[src/rtl/fetch_unit_pkg.sv]
// Shared types and constants for the instruction fetch stage and the stages that
// reuse its opcode length decoder.
package fetch_unit_pkg;

    typedef enum logic [2:0] {
        VEC_LO,
        VEC_HI,
        OPC,
        OPR1,
        OPR2,
        HOLD,
        DRAIN
    } fetch_state_e;

    localparam logic [1:0]  LEN1 = 2'd1;
    localparam logic [1:0]  LEN2 = 2'd2;
    localparam logic [1:0]  LEN3 = 2'd3;

    localparam logic [15:0] VECTOR_ADDR_DEFAULT = 16'hFFFC;

endpackage

[src/rtl/fetch_len.sv]
// Opcode length decoder: maps an opcode byte to its total instruction length (1-3).
module fetch_len
    import fetch_unit_pkg::*;
(
    input  logic [7:0] opcode_i,
    output logic [1:0] len_o
);

    logic [3:0] lo;
    logic [3:0] hi;

    assign lo = opcode_i[3:0];
    assign hi = opcode_i[7:4];

    // One-byte cases take priority over the three-byte patterns.
    always_comb begin
        len_o = LEN2;
        if (lo == 4'h8 || lo == 4'hA ||
            opcode_i == 8'h00 || opcode_i == 8'h40 || opcode_i == 8'h60) begin
            len_o = LEN1;
        end else if (lo >= 4'hC ||
                     ((lo == 4'h9 || lo == 4'hB) && hi[0]) ||
                     opcode_i == 8'h20) begin
            len_o = LEN3;
        end
    end

endmodule

[src/rtl/fetch_unit.sv]
// Instruction fetch stage: reads the reset vector, then fetches 1-3 byte
// instructions and hands each one to the decoder over a valid/ready handshake.
module fetch_unit
    import fetch_unit_pkg::*;
#(
    parameter logic [15:0] VECTOR_ADDR = VECTOR_ADDR_DEFAULT
) (
    input  logic        i_clk,
    input  logic        i_rst_n,
    output logic [15:0] o_mem_addr,
    output logic        o_mem_req,
    input  logic        i_mem_ack,
    input  logic [7:0]  i_mem_rdata,
    output logic        o_instr_valid,
    input  logic        i_instr_ready,
    output logic [7:0]  o_opcode,
    output logic [15:0] o_operand,
    output logic [1:0]  o_instr_len,
    output logic [15:0] o_instr_pc,
    input  logic        i_redirect,
    input  logic [15:0] i_redirect_pc
);

    fetch_state_e state_q, state_d;
    logic [15:0]  pc_q, pc_d;
    logic [15:0]  addr_q, addr_d;
    logic         req_q, req_d;
    logic         valid_q, valid_d;
    logic [7:0]   opcode_q, opcode_d;
    logic [15:0]  operand_q, operand_d;
    logic [1:0]   len_q, len_d;
    logic [15:0]  ipc_q, ipc_d;
    logic [1:0]   rdata_len;
    logic         acked;
    logic         redirect_taken;

    fetch_len u_len (
        .opcode_i (i_mem_rdata),
        .len_o    (rdata_len)
    );

    assign acked          = req_q && i_mem_ack;
    assign redirect_taken = i_redirect && state_q != VEC_LO && state_q != VEC_HI;

    // Request/address are registered so reset can hold them at zero; each
    // transition loads the address of the read that the next state performs.
    always_comb begin
        state_d   = state_q;
        pc_d      = pc_q;
        addr_d    = addr_q;
        req_d     = req_q;
        valid_d   = valid_q;
        opcode_d  = opcode_q;
        operand_d = operand_q;
        len_d     = len_q;
        ipc_d     = ipc_q;

        if (redirect_taken) begin
            pc_d    = i_redirect_pc;
            valid_d = 1'b0;
            req_d   = 1'b1;
            if (req_q && !i_mem_ack) begin
                state_d = DRAIN;
            end else begin
                state_d = OPC;
                addr_d  = i_redirect_pc;
            end
        end else begin
            unique case (state_q)
                VEC_LO: begin
                    if (!req_q) begin
                        req_d  = 1'b1;
                        addr_d = VECTOR_ADDR;
                    end else if (acked) begin
                        pc_d[7:0] = i_mem_rdata;
                        state_d   = VEC_HI;
                        addr_d    = VECTOR_ADDR + 16'd1;
                    end
                end
                VEC_HI: begin
                    if (acked) begin
                        pc_d[15:8] = i_mem_rdata;
                        state_d    = OPC;
                        addr_d     = {i_mem_rdata, pc_q[7:0]};
                    end
                end
                OPC: begin
                    if (acked) begin
                        opcode_d  = i_mem_rdata;
                        ipc_d     = pc_q;
                        operand_d = '0;
                        len_d     = rdata_len;
                        if (rdata_len == LEN1) begin
                            state_d = HOLD;
                            req_d   = 1'b0;
                            valid_d = 1'b1;
                        end else begin
                            state_d = OPR1;
                            addr_d  = pc_q + 16'd1;
                        end
                    end
                end
                OPR1: begin
                    if (acked) begin
                        operand_d[7:0] = i_mem_rdata;
                        if (len_q == LEN2) begin
                            state_d = HOLD;
                            req_d   = 1'b0;
                            valid_d = 1'b1;
                        end else begin
                            state_d = OPR2;
                            addr_d  = pc_q + 16'd2;
                        end
                    end
                end
                OPR2: begin
                    if (acked) begin
                        operand_d[15:8] = i_mem_rdata;
                        state_d         = HOLD;
                        req_d           = 1'b0;
                        valid_d         = 1'b1;
                    end
                end
                HOLD: begin
                    if (i_instr_ready) begin
                        pc_d    = pc_q + {14'd0, len_q};
                        valid_d = 1'b0;
                        state_d = OPC;
                        req_d   = 1'b1;
                        addr_d  = pc_q + {14'd0, len_q};
                    end
                end
                DRAIN: begin
                    if (acked) begin
                        state_d = OPC;
                        addr_d  = pc_q;
                    end
                end
                default: begin
                    state_d = VEC_LO;
                    req_d   = 1'b0;
                end
            endcase
        end
    end

    always_ff @(posedge i_clk or negedge i_rst_n) begin
        if (!i_rst_n) begin
            state_q   <= VEC_LO;
            pc_q      <= '0;
            addr_q    <= '0;
            req_q     <= 1'b0;
            valid_q   <= 1'b0;
            opcode_q  <= '0;
            operand_q <= '0;
            len_q     <= '0;
            ipc_q     <= '0;
        end else begin
            state_q   <= state_d;
            pc_q      <= pc_d;
            addr_q    <= addr_d;
            req_q     <= req_d;
            valid_q   <= valid_d;
            opcode_q  <= opcode_d;
            operand_q <= operand_d;
            len_q     <= len_d;
            ipc_q     <= ipc_d;
        end
    end

    assign o_mem_addr    = addr_q;
    assign o_mem_req     = req_q;
    assign o_instr_valid = valid_q;
    assign o_opcode      = opcode_q;
    assign o_operand     = operand_q;
    assign o_instr_len   = len_q;
    assign o_instr_pc    = ipc_q;

endmodule
[config.mk]
export PLATFORM = sky130hd
export DESIGN_NAME = fetch_unit
export DESIGN_NICKNAME = d
export VERILOG_FILES = /design/src/rtl/fetch_unit_pkg.sv /design/src/rtl/fetch_len.sv /design/src/rtl/fetch_unit.sv
export SDC_FILE = /design/constraint.sdc
export NUM_CORES = 1
export LEC_CHECK = 0
export ABC_AREA = 1
export BUFFER_PORTS_ARGS = -buffer_cell sky130_fd_sc_hd__buf_2
export CORE_MARGIN = 1
export CORE_UTILIZATION = 40
export CTS_BUF_LIST = sky130_fd_sc_hd__clkbuf_4 sky130_fd_sc_hd__clkbuf_8
export DETAILED_ROUTE_END_ITERATION = 7
export PLACE_DENSITY_LB_ADDON = 0.05
export REMOVE_ABC_BUFFERS = 1
export SLEW_MARGIN = 40
export SYNTH_ARGS = -nofsm -noshare
export SYNTH_HDL_FRONTEND = slang
export SYNTH_HIERARCHICAL = 1
export SYNTH_SLANG_ARGS = --single-unit
[constraint.sdc]
create_clock -name i_clk -period 4.2 [get_ports i_clk]
set_clock_uncertainty 0.1 [all_clocks]
set_input_delay 0.63 -clock i_clk [delete_from_list [all_inputs] [get_ports i_clk]]
set_output_delay 0.63 -clock i_clk [all_outputs]
set_load 0.005 [all_outputs]
==> results of run 1 <==
==> state kept, by name, indices dropped and copies added (netlist names) <==
name	count
o_instr_pc	16
o_opcode	8
pc_q	16
o_mem_req	1
o_operand	16
o_mem_addr	16
o_instr_len	2
o_instr_valid	1
state_q	3
==> Yosys cell counts (all sizes together) <==
cell	n	area share, %
nor2	97	8.1
nand2	232	18
a32oi	1	0.17
mux2	1	0.22
a22oi	4	0.60
o21a	3	0.45
fa	1	0.40
a21oi	34	3.5
ha	4	0.99
nand3b	3	0.52
clkbuf	4	0.35
o211ai	6	0.99
inv	77	5.7
nor3	18	1.8
o22ai	9	1.1
dfrtp	79	39
a31oi	1	0.12
buf	22	2.6
nand3	57	6.0
nand4	12	1.5
o2111ai	1	0.17
a21o	1	0.15
o21ai	71	7.1
xor2	2	0.35
o31ai	1	0.15
==> cell type report <==
type                       count  area [um2]
clock buffer                   9         124
clock inverter                 7        97.6
fill                        1302        6350
inverter                      77         289
multi-input combinational    559        2630
sequential                    79        1980
tap                          168         210
timing repair buffer          93         484
==> power groups by stage <==
stage               clock network, mW  logic (mW)  registers [mW]
floorplan                           0        1.73            1.41
global placement                    0        2.68            1.45
detailed placement                  0        2.70            1.45
CTS                             0.665        2.71            1.44
global route                    0.686        3.05            1.49
finish                          0.649        2.70            1.44
==> cells in the final DEF (no fill, tap or decap), drive strengths merged <==
master,count
bufinv,2
o21ai,71
o22ai,9
nand2,232
ha,4
a31oi,1
mux2,1
inv,77
nor3,18
o211ai,6
a22oi,4
a21oi,34
o2111ai,1
o21a,3
a32oi,1
clkinvlp,2
a21o,1
dfrtp,79
nor2,97
o31ai,1
nand3,57
clkinv,3
clkbuf,9
xor2,2
fa,1
buf,93
nand3b,3
nand4,12
==> worst register-to-register path, stage by stage (launching register included) <==
cell     delay [ps]
dfrtp_1         460
inv_2           130
nand2_4          90
nor2_4          300
inv_2           120
nand3_2          90
buf_4           430
nand3_1         180
nand2_2         360
nor2_8          150
inv_1           160
nand2_1          60
nand2_1          70
==> layer usage <==
layer	global-route usage, %	up-vias
li1	-	2561
met1	38.3	2464
met2	42.6	153
met3	3.07	20
met4	8.92	0
met5	0	-
==> kinds of logic (layout without fill, tap and decap cells) <==
family	count (synthesis)	in the layout	share of synthesized area (%)
flip-flops	79	79	39.2
multiplexers	1	1	0.223
adder cells (fa/ha/maj)	5	5	1.39
AND/OR/NAND/NOR	419	419	35.6
AO/OA/AOI/OAI	132	132	14.6
buffers and inverters	103	186	8.71
XOR/XNOR	2	2	0.347
==> worst min path at each step <==
stage	end	slack, ps
floorplan	o_instr_len[0]$_DFFE_PN0P_	230
global placement	o_mem_addr[1]$_DFFE_PN0P_	360
detailed placement	o_opcode[1]$_DFFE_PN0P_	370
CTS	o_opcode[4]$_DFFE_PN0P_	210
global route	o_opcode[4]$_DFFE_PN0P_	240
finish	o_opcode[4]$_DFFE_PN0P_	180
==> stage by stage <==
step                      cell area, um2  hold slack, ps
after floorplan                     4890             234
after global placement              5590             359
after detailed placement            5590             367
after CTS                           5810             210
after global routing                5810             236
final                               5810             177
==> key figures, run 1 <==
Layout
  – Fin util: 47.8%
  – Diode count: 0
  – Final nets: approximately 850
  – Post-Layout Cell Count: ~990
  – Synth-to-Final Area Change: 15.2%
  – Layout cells sized above 1: 16.1%

Timing
  – Max transition margin: about half
  – RSZ-0062 raised after global routing: false
  – Maximum clock frequency: between 300 and 400 MHz
  – Period utilization: about 66%
  – Worst Max-Slew Pin Slew: 731 ps
  – Hold Fails Final Rpt: 0
  – Final setup TNS: 0 ps
  – Final setup vio count: 0
  – Fin. max-slew vios: 0
  – Final Worst Setup Slack: roughly 1400 ps
  – Final min period: between 2000 and 3000 ps

GRT
  – GR Overflow Total: 0
  – Number of global-route vias before repair: roughly 4900
  – Largest net degree at the start of global routing: 80
  – First-pass GRT wire length: roughly 27000 um
  – Initial antenna violation count: 0
  – Total GRT Usage: between 20 and 30%

Setup path
  – Cell count of the worst reg-to-reg path: 12
  – CP required: about 4400 ps
  – Worst path slowest cell: dfrtp_1
  – Launch point of the worst path: state_q[1]$_DFFE_PN0P_
  – CP Class: reg2reg
  – FF-to-FF setup slack: around 1400 ps
  – Critical Path, Cell by Cell: inv_2, nand2_4, nor2_4, inv_2, nand3_2, buf_4, nand3_1, nand2_2, nor2_8, inv_1, nand2_1, nand2_1
  – Reg2reg end: o_mem_addr[3]$_DFFE_PN0P_
  – CP Depth: 12
  – Worst r2r src: state_q[1]$_DFFE_PN0P_
  – Crit path largest cell delay: around 460 ps
  – Crit path to: o_mem_addr[3]$_DFFE_PN0P_
  – Crit-path leading delay family: simple AND/OR/NAND/NOR gates
  – Arrival @ worst endpoint: approximately 3000 ps
  – Crit Path Max Fanout: 48
  – CP Capture Type: register
  – CP bufs+invs: 4
  – CP startpoint kind: register

Synthesis
  – Register bit total from synthesis: 79
  – Mapped Cells: 741
  – Mapped Area: a little over 0.005 mm2
  – Syn Area/Cell: about 7 um2
  – Synth warn: 6
  – Post-synth cell types: 41
  – Sequential share of the synthesized area: between 30% and 40%

Detailed routing
  – Met1 WL: between 8000 and 9000 um
  – ANT nets after route: 0
  – DR top layer: met4
  – DRC viols: 0
  – Pre-antenna DRT Iters: 5
  – Iter 0 DRT Violations: approximately 370
  – Via count: between 5000 and 6000
  – WL per Instance: 17.0 um
  – Routed wl met3: 759 um
  – Via/cell ratio: 5.24
  – WL met2: roughly 7700 um
  – Final WL: ~17000 um

Clocking
  – CTS Sinks: 79
  – Post-CTS setup buffers: 0
  – Resize count post-CTS: 0
  – CTS clk-pin slew, worst paths: roughly 90 ps
  – H-tree depth: 3
  – Clock Latency Late Sink: 380 ps
  – Clk root buf: clkbuf_8
  – CTS Buf Count: 9
  – Cts hold-fix bufs: 0
  – CTS Buffer Depth: 2
  – CTS tree: yes

Power and ir drop
  – Lkg Pwr: around 3.1 nW
  – Sequential power share: about 30%
  – Clock share of power: 13.5%
  – Pwr Total: 4.79 mW
  – VDD IR max: 0.000358 V
  – Sw Pwr: 2.40 mW
  – P per Cell Area: ~800 mW/mm2
  – Switching Share: between 50% and 60%
  – Internal power: around 2.4 mW
  – Comb pwr share: between 50% and 60%

Floorplan
  – Die height: between 100 and 150 um
  – Die width: roughly 110 um
  – Starting Density: roughly two fifths
  – IO Pins: 89
  – Core area: approximately 0.012 mm2
  – # rows: 40
  – Die ar.: 0.0131 mm2

Run
  – Total of max-cap violations: 0

Place
  – Post-DP HPWL: 12400 um
  – Port bufs: between 80 and 90
  – Gpl congestion: roughly 0.9
  – Pre-CTS WS: 1440 ps
  – Cell total after placement: around 980

Worst hold path
  – Hold WC Path Type: in2async

Run status
  – Status: completed
No activity file was read; power rests on OpenSTA's default activity.
==> run 2, diff against run 1 <==
==> constraint.sdc (replaced) <==
create_clock -name i_clk -period 2.7 [get_ports i_clk]
set_clock_uncertainty 0.1 [all_clocks]
set_input_delay 0.405 -clock i_clk [delete_from_list [all_inputs] [get_ports i_clk]]
set_output_delay 0.405 -clock i_clk [all_outputs]
set_load 0.005 [all_outputs]
==> run 2 against run 1 <==
Against the previous run:
- combinational power up 64%
- critical endpoint is now o_instr_pc[2]$_DFFE_PN0P_
- via count up 1.7%
- largest power group unchanged
- utilization up 1.2 points
- sequential share of layout area down 0.84 points
- global-route usage up 1.8 points
- die area unchanged
- critical path depth down 4
- routed wire length up 4.2%
- cell count up 1.7%
- total power up 61%
- sequential power up 56%
==> key figures, run 2 (synthesis gave the netlist of run 1 again) <==
Setup path
  – CP startpoint kind: register (unchanged)
  – Critical Path, Cell by Cell: inv_2, nand2_1, nand3_2, nand2_2, inv_2, nand2_1, buf_4, mux2_2 (was inv_2, nand2_4, nor2_4, inv_2, nand3_2, buf_4, nand3_1, nand2_2, nor2_8, inv_1, nand2_1, nand2_1)
  – Arrival @ worst endpoint: 2510 ps (was 2970 ps)
  – Crit Path Max Fanout: 15 (was 48)
  – FF-to-FF setup slack: 360 ps (was 1440 ps)
  – Crit-path leading delay family: simple AND/OR/NAND/NOR gates (unchanged)
  – CP bufs+invs: 3 (was 4)
  – Crit path largest cell delay: 560 ps (was 460 ps)
  – CP required: 2870 ps (was 4410 ps)
  – CP Capture Type: register (unchanged)
  – CP Class: reg2reg (unchanged)
  – Worst path slowest cell: dfrtp_1 (unchanged)

GRT
  – Total GRT Usage: 28.8% (was 26.9%)
  – Number of global-route vias before repair: 5143 (was 4859)
  – Initial antenna violation count: 0 (unchanged)
  – GR Overflow Total: 0 (unchanged)
  – First-pass GRT wire length: 28400 um (was 26600 um)
  – Largest net degree at the start of global routing: 45 (was 80)

Worst hold path
  – Hold WC Path Type: in2reg (was in2async)

Clocking
  – CTS tree: yes (unchanged)
  – Resize count post-CTS: 0 (unchanged)
  – CTS clk-pin slew, worst paths: 90 ps (about the same)
  – CTS Buf Count: 9 (unchanged)
  – Post-CTS setup buffers: 0 (unchanged)
  – CTS Buffer Depth: 2 (unchanged)
  – Cts hold-fix bufs: 1 (was 0)
  – H-tree depth: 3 (unchanged)
  – Clk root buf: clkbuf_8 (unchanged)
  – Clock Latency Late Sink: 370 ps (was 380 ps)
  – CTS Sinks: 79 (unchanged)

Layout
  – Cell area after layout: 0.00596 mm2 (was 0.00581 mm2)
  – Number of fillers in the final layout: 1328 (was 1302)
  – Fin util: 49.0% (was 47.8%)
  – Most frequent cells in the layout: nand2_1, nor2_1, buf_2 (unchanged)
  – Diode count: 0 (unchanged)
  – Synth-to-Final Area Change: 18.1% (was 15.2%)
  – Commonest non-fill, non-tap cell in the layout: nand2_1 (unchanged)
  – Layout cells sized above 1: 17.7% (was 16.1%)
  – Final nets: 870 (was 853)

Power and ir drop
  – Switching Share: 49.7% (was 50.2%)
  – Sequential power share: 29.1% (was 30.1%)
  – Lkg Pwr: 3.17 nW (was 3.07 nW)
  – Clock share of power: 13.6% (was 13.5%)
  – P per Cell Area: 1290 mW/mm2 (was 824 mW/mm2)
  – Internal power: 3.88 mW (was 2.39 mW)
  – Sw Pwr: 3.83 mW (was 2.40 mW)
  – Comb pwr share: 57.3% (was 56.4%)
  – VDD IR max: 0.000545 V (was 0.000358 V)

Detailed routing
  – Via/cell ratio: 5.24 (about the same)
  – ANT nets after route: 0 (unchanged)
  – DRC viols: 0 (unchanged)
  – Pre-antenna DRT Iters: 5 (unchanged)
  – Final WL: 17600 um (was 16900 um)
  – WL per Instance: 17.4 um (was 17.0 um)
  – Iter 0 DRT Violations: 423 (was 365)
  – Via count: 5287 (was 5198)

Run status
  – Status: completed (unchanged)

Timing
  – RSZ-0062 raised after global routing: false (unchanged)
  – Maximum clock frequency: 428 MHz (was 362 MHz)
  – Final min period: 2340 ps (was 2760 ps)
  – Worst Max-Slew Pin Slew: 688 ps (was 731 ps)
  – Period utilization: 86.6% (was 65.8%)
  – Fin. max-slew vios: 0 (unchanged)
  – Hold Fails Final Rpt: 0 (unchanged)
  – Max transition margin: 53.9% (was 51.3%)
  – Final setup vio count: 0 (unchanged)

Floorplan
  – Starting Density: 41.5% (unchanged)
  – Die height: 114 um (unchanged)
  – Die width: 114 um (unchanged)
  – # rows: 40 (unchanged)
  – Core area: 0.0122 mm2 (unchanged)
  – IO Pins: 89 (unchanged)
  – Die ar.: 0.0131 mm2 (unchanged)

Place
  – Post-DP HPWL: 13300 um (was 12400 um)
  – Port bufs: 88 (unchanged)
  – Gpl congestion: 0.975 (was 0.921)
  – Placed Area: 0.00572 mm2 (was 0.00559 mm2)

Run
  – Total of max-cap violations: 0 (unchanged)
-- run 2: changes by cell type in the layout (fill, tap and decap cells not counted) --
cell and change:
buf_12 +1, dlygate4sd3_1 +1, buf_6 -1, clkbuf_8 +1, clkinv_4 -1, clkinvlp_4 -2, inv_6 +2, buf_4 +16
-- run 2: cell type report --
class | count | area [um2] | share of cell area [%]
repair buffers | 110 | 623 | 10.5
clock buffers | 10 | 138 | 2.31
multi-input cells | 559 | 2630 | 44.1
clock inverters | 6 | 91.3 | 1.53
flip-flops and latches | 79 | 1980 | 33.2
inverters | 77 | 289 | 4.85
well taps | 168 | 210 | 3.53
-- run 2: per-stage QoR --
step / cells / setup TNS [ps] / total power, mW / hold slack, ps / setup WS, ps
floorplan: 715 / -3390 / 4.88 / 9.41 / -338
detailed placement: 992 / 0 / 6.65 / 308 / 387
global placement: 992 / 0 / 6.62 / 300 / 345
CTS: 1009 / 0 / 7.71 / 234 / 379
global route: 1009 / 0 / 8.40 / 289 / 135
finish: 1009 / 0 / 7.70 / 249 / 362
-- run 2: worst paths after layout --
path	start	endpoint	depth (start not counted)
max	state_q[2]$_DFFE_PN0P_	o_instr_pc[2]$_DFFE_PN0P_	8
min	i_redirect_pc[0]	o_mem_addr[0]$_DFFE_PN0P_	5
max reg2reg	state_q[2]$_DFFE_PN0P_	o_instr_pc[2]$_DFFE_PN0P_	8
min reg2reg	o_instr_pc[12]$_DFFE_PN0P_	o_instr_pc[12]$_DFFE_PN0P_	2
max in group asynchronous	i_rst_n	pc_q[3]$_DFFE_PN0P_	3
min in group asynchronous	i_rst_n	o_operand[1]$_DFFE_PN0P_	2
-- run 2: per-layer routing --
layer  up-vias  wire, um  track usage [%]
met4         0       278             7.79
met3        22       971             4.13
met2       170      8140             46.7
met1      2492      8180             40.0
li1       2603         -                -
met5         -         0                0
-- run 2: worst min-delay path, stage by stage --
cell     delay [ps]
buf_2            70
nand2_1          60
nand2_1          70
nand2_1          40
nand2_1          40
-- run 2: power by group through the flow --
stage | Sequential [mW] | Combinational [mW] | Clock (mW)
after floorplan | 2.20 | 2.69 | 0
after global placement | 2.24 | 4.38 | 0
after detailed placement | 2.25 | 4.40 | 0
after CTS | 2.24 | 4.41 | 1.06
after global routing | 2.31 | 4.99 | 1.10
final | 2.24 | 4.42 | 1.05
